`src/rtl/sipo_string_matcher_pkg.sv`:
```
// Shared types and constants for the SIPO string matcher.
// Optional feature macro (used by the top): SIPO_STRING_MATCHER_MATCH_CNT_EN
package sipo_string_matcher_pkg;

  // Symbol width, fixed by the upstream 4-bit shifter
  localparam int NIB_W = 4;

  typedef enum logic {IDLE, RECV} state_t;

  typedef logic [1:0] bitcnt_t;

  // Reference target string used by benches
  localparam logic [15:0] DEFAULT_PATTERN = 16'h3A5C;

endpackage

```
`src/rtl/sipo_nibble_rx.sv`:
```
// Serial-to-nibble receiver: collects 4 valid bits (MSB first) into a nibble.
// Besides the registered nib/nib_valid it exposes the completing edge (done)
// and the nibble being assembled (nib_nxt) so the caller can register
// results in the same cycle as nib.
module sipo_nibble_rx
  import sipo_string_matcher_pkg::*;
(
  input  logic             CLK,
  input  logic             RST,
  input  logic             si,
  input  logic             si_en,
  input  logic             clr,
  output logic [NIB_W-1:0] nib,
  output logic             nib_valid,
  output logic             done,
  output logic [NIB_W-1:0] nib_nxt
);

  state_t            state;
  bitcnt_t           bit_cnt;
  logic [NIB_W-2:0]  sreg;

  // The 4th valid bit completes the nibble unless clr discards it
  assign done    = si_en && !clr && (state == RECV) && (bit_cnt == 2'd3);
  assign nib_nxt = {sreg, si};

  // Bit counter, shift-in register and IDLE/RECV FSM with registered outputs
  always_ff @(posedge CLK) begin
    if (RST) begin
      state     <= IDLE;
      bit_cnt   <= '0;
      sreg      <= '0;
      nib       <= '0;
      nib_valid <= 1'b0;
    end else if (clr) begin
      state     <= IDLE;
      bit_cnt   <= '0;
      sreg      <= '0;
      nib_valid <= 1'b0;
    end else begin
      nib_valid <= 1'b0;
      if (si_en) begin
        case (state)
          IDLE: begin
            state   <= RECV;
            bit_cnt <= 2'd1;
            sreg    <= {{(NIB_W-2){1'b0}}, si};
          end
          RECV: begin
            if (bit_cnt == 2'd3) begin
              nib       <= nib_nxt;
              nib_valid <= 1'b1;
              bit_cnt   <= '0;
              sreg      <= '0;
              state     <= IDLE;
            end else begin
              bit_cnt <= bit_cnt + 2'd1;
              sreg    <= {sreg[NIB_W-3:0], si};
            end
          end
          default: state <= IDLE;
        endcase
      end
    end
  end

endmodule

```
`src/rtl/sipo_string_matcher.sv`:
```
// Reassembles nibbles from the upstream serial stream and flags when the
// last STR_LEN nibbles equal the target pattern (overlapping matches count).
// Optional saturating match counter: define SIPO_STRING_MATCHER_MATCH_CNT_EN.
module sipo_string_matcher
  import sipo_string_matcher_pkg::*;
#(
  parameter int STR_LEN = 4,
  parameter int CNT_W   = 8
) (
  input  logic                     CLK,
  input  logic                     RST,
  input  logic                     si,
  input  logic                     si_en,
  input  logic                     clr,
  input  logic [NIB_W*STR_LEN-1:0] pattern,
  output logic [NIB_W-1:0]         nib,
  output logic                     nib_valid,
  output logic                     match
`ifdef SIPO_STRING_MATCHER_MATCH_CNT_EN
  ,
  output logic [CNT_W-1:0]         match_cnt
`endif
);

  localparam int HW     = NIB_W * STR_LEN;
  localparam int FILL_W = $clog2(STR_LEN + 1);

  logic              done;
  logic [NIB_W-1:0]  nib_nxt;
  logic [HW-1:0]     history;
  logic [HW-1:0]     hist_nxt;
  logic [FILL_W-1:0] fill;
  logic [FILL_W-1:0] fill_nxt;
  logic              match_nxt;

  sipo_nibble_rx u_rx (
    .CLK       (CLK),
    .RST       (RST),
    .si        (si),
    .si_en     (si_en),
    .clr       (clr),
    .nib       (nib),
    .nib_valid (nib_valid),
    .done      (done),
    .nib_nxt   (nib_nxt)
  );

  // Sliding window: oldest nibble in the MSBs, newest enters at the LSBs.
  // Shift form keeps STR_LEN=1 legal (no negative slice bounds).
  assign hist_nxt  = (history << NIB_W) | HW'(nib_nxt);
  assign fill_nxt  = (fill == FILL_W'(STR_LEN)) ? fill : fill + FILL_W'(1);
  // Only a fully populated window may match, so zero history never aliases
  // a pattern containing leading zero nibbles
  assign match_nxt = done && (hist_nxt == pattern) && (fill_nxt == FILL_W'(STR_LEN));

  // History window, fill level and registered match pulse
  always_ff @(posedge CLK) begin
    if (RST || clr) begin
      history <= '0;
      fill    <= '0;
      match   <= 1'b0;
    end else begin
      match <= match_nxt;
      if (done) begin
        history <= hist_nxt;
        fill    <= fill_nxt;
      end
    end
  end

`ifdef SIPO_STRING_MATCHER_MATCH_CNT_EN
  // Saturating match counter; clr leaves it alone, only RST clears it
  always_ff @(posedge CLK) begin
    if (RST)
      match_cnt <= '0;
    else if (match_nxt && (match_cnt != {CNT_W{1'b1}}))
      match_cnt <= match_cnt + CNT_W'(1);
  end
`else
  // Counter width is meaningless without the counter; keep it referenced
  logic [CNT_W-1:0] unused_cnt_w;
  assign unused_cnt_w = '0;
`endif

endmodule

```
`config.mk`:
```
export PLATFORM = sky130hd
export DESIGN_NAME = sipo_string_matcher
export DESIGN_NICKNAME = d
export VERILOG_FILES = /design/src/rtl/sipo_string_matcher_pkg.sv /design/src/rtl/sipo_nibble_rx.sv /design/src/rtl/sipo_string_matcher.sv
export SDC_FILE = /design/constraint.sdc
export NUM_CORES = 1
export LEC_CHECK = 0
export CORE_AREA = 2 2 49 51
export DETAILED_ROUTE_END_ITERATION = 16
export DIE_AREA = 0 0 51 53
export DONT_BUFFER_PORTS = 1
export PLACE_DENSITY = 0.7
export SYNTH_ARGS = -nofsm -noshare
export SYNTH_HDL_FRONTEND = slang
export SYNTH_SLANG_ARGS = --single-unit
```
`constraint.sdc`:
```
create_clock -name CLK -period 2.1 [get_ports CLK]
set_input_delay 0.105 -clock CLK [delete_from_list [all_inputs] [get_ports CLK]]
set_output_delay 0.105 -clock CLK [all_outputs]
set_load 0.05 [all_outputs]
```
==> key figures <==
Run status
  • Outcome: complete, no violations

Timing
  • Minimum clock period: 1.736 ns
  • Max-slew headroom: 57.49%
  • Unrepaired setup endpoints after global routing: false
  • Max Freq: 0.5760 GHz
  • Slew @ Worst Pin: 0.6372 ns
  • Setup Skew: 0.004511 ns
  • Final setup violation count: 0
  • Max Transition Viols Final: 0
  • Fin crit share: 82.67%
  • Setup_tns: 0 ns
  • Final hold viol count: 0

Synth
  • Synth Area in Adders: 3.077%
  • Number of distinct library cells after synthesis: 27
  • Post-synth net total: 169
  • Synth warn: 0
  • Post-Syn Instances: 145
  • Seq/Total Area, Yosys: 44.31%
  • Largest family of logic cells by synthesized area: simple AND/OR/NAND/NOR gates
  • Yosys reg bits: 27
  • Synth Area in XOR/XNOR: 12.21%
  • Cell Area, Synth: 1220 µm²
  • Main synth FF type: dfxtp_1
  • Mux cell area share after synthesis: 0%
  • Async SR Flop Fraction: 0%
  • Synth Area in Simple Gates: 24.51%
  • Post-Syn Area per Cell: 8.413 µm²
  • Compound-Gate Fraction of Synth Area: 11.69%
  • Post-synth EDFFs: 0

Detailed routing
  • Iter 0 DRT Violations: 10
  • Drt pass-1 iters: 4
  • Via-to-Cell Ratio: 5.477
  • Final ANT Viol Nets: 0
  • Vias: 953
  • Number of remaining DRC errors: 0
  • Wirelength per Cell: 13.67 µm
  • Routed WL: 2.378 mm

Placement
  • Placer Congestion: 0.7952
  • Hpwl dp: 1.705 mm
  • Placed Cells incl. Taps: 166
  • Port buffer count: 0

Die
  • I/O Pins: 27
  • Die width: 51 µm
  • Row cnt: 17
  • Starting Density: 56.79%
  • Die area: 2703 µm²
  • Core area: 2148 µm²
  • Chip Height: 53 µm

GRT
  • Initial antenna violation count: 0
  • Largest net degree at the start of global routing: 23
  • First-pass GRT wire length: 3.857 mm
  • Total grt overflow: 0
  • Vias in the first global route: 878
  • Gr usage total: 19.88%

Layout
  • Layout cell share with drive strength beyond 1: 5.479%
  • Most frequent cells in the layout: nand2_1, dfxtp_1, a21oi_1
  • Nets@finish: 171
  • Area Growth Syn to Fin: 5.128%
  • Cell Count, Final, Fillers Out: 174
  • Diode count: 0
  • Commonest non-fill, non-tap cell in the layout: nand2_1

Min path
  • Hold path cells: 3
  • Hold endpoint: match
  • Type of the most critical hold path: input port to flop
  • HP Start: pattern[15]

Clocking
  • Clk pin slew, worst setup/hold paths: 0.14 ns
  • Post-CTS setup buffers: 0
  • Clock Sinks: 27
  • Worst-case clock buffer depth: 2
  • CTS buffer count: 3
  • H-Tree Depth: 1
  • Clock latency on the worst-skew pair: 0.32 ns
  • CTS tree: built
  • Clk root buf: clkbuf_4

Worst setup path
  • Crit path DAT: 1.96 ns
  • Critical path required time: 2.32 ns
  • CP Launch Type: flop
  • Critical Path Fanout Max: 17
  • R2r endpoint: fill[2]
  • RR Startpoint: u_rx.bit_cnt[0]
  • R2R cell count: 5
  • Flop-to-flop setup slack: 0.36 ns
  • Setup crit end kind: flop
  • Type of the worst setup path: flop to flop

Power and ir drop
  • LEAKAGE: 0.0004483 µW
  • Max IR drop VDD: 0.5941 mV
  • Cell Pwr Density: 607.6 nW/µm²
  • Tot Pwr: 779.2 µW

Flow run
  • MaxCap Viol Count: 0
-- power by group --
part / switching, µW / internal (µW)
clock network: 150 / 71.4
registers: 3.13 / 515
logic: 20.5 / 19.2
total: 174 / 606
-- worst max-delay path by stage --
stage / start / endpoint / depth (start not counted)
floorplan: fill[0] / match / 5
global placement: u_rx.bit_cnt[0] / fill[0] / 5
detailed placement: u_rx.bit_cnt[0] / fill[0] / 5
CTS: u_rx.bit_cnt[0] / fill[0] / 5
global route: u_rx.bit_cnt[0] / fill[2] / 5
finish: u_rx.bit_cnt[0] / fill[2] / 5
-- sequential cells by signal, summed over array words and instances (netlist names) --
register and flops:
fill 3, history 12, match 1, u_rx.bit_cnt 2
u_rx.nib 4, u_rx.nib_valid 1, u_rx.sreg 3, u_rx.state 1
-- cells in the mapped netlist (3+ instances only) --
| library cell | number | area (µm²) |
|---|---|---|
| clkbuf_1 | 3 | 11.26 |
| nand2_1 | 35 | 131.4 |
| inv_1 | 3 | 11.26 |
| ha_1 | 3 | 37.54 |
| a21oi_1 | 22 | 110.1 |
| dfxtp_1 | 27 | 540.5 |
| nand3_1 | 6 | 30.03 |
| nor2_1 | 4 | 15.01 |
| nor4_1 | 3 | 18.77 |
| nand2b_1 | 4 | 25.02 |
| xnor2_1 | 3 | 26.28 |
| xor2_1 | 14 | 122.6 |
-- timing repair --
item / CTS / global route
resized for setup: 0 / 0
hold buffers: 4 / 0
endpoints found under the hold margin: 13 / 0
-- area by class of cell --
| cell class | instances | area [µm²] |
|---|---|---|
| flip-flops and latches | 27 | 540.5 |
| well taps | 28 | 35.03 |
| inverters | 3 | 11.26 |
| clock buffers | 3 | 22.52 |
| clock inverters | 1 | 5.005 |
| multi-input cells | 108 | 628.1 |
| repair buffers | 4 | 40.04 |
| fillers | 214 | 865.8 |
-- stage by stage --
step | worst slack [ns] | cell area (µm²) | utilization, % | hold slack [ns]
after floorplan | 0.7699 | 1220 | - | 0.1741
after global placement | 0.4913 | 1215 | 56.55 | 0.1761
after detailed placement | 0.4081 | 1215 | 56.55 | 0.1781
after CTS | 0.3796 | 1282 | 59.70 | 0.01153
after global routing | 0.1786 | 1282 | 59.70 | 0.007672
final | 0.3639 | 1282 | 59.70 | 0.02127
-- cell families (layout without fill, tap and decap cells) --
family	after synthesis	count (layout)
DFF	27	27
buffers and inverters	10	11
AOI/OAI and AO/OA	27	27
adders and majority gates	3	3
and+or+nand+nor	61	61
xor gates and xnor gates	17	17
-- critical path, stage by stage (launching register included) --
cell,delay (ns)
dfxtp_1,0.38
ha_1,0.26
and4b_1,0.64
nand2_1,0.13
nor3_1,0.15
nor3_1,0.07
-- per-layer routing --
layer	up-vias	track usage [%]	wire (µm)
met3	4	5.085	155
met5	-	0	0
li1	487	-	-
met2	28	35.06	1139
met1	434	22.28	1042
met4	0	9.459	41
(Power assumes the default switching activity.)
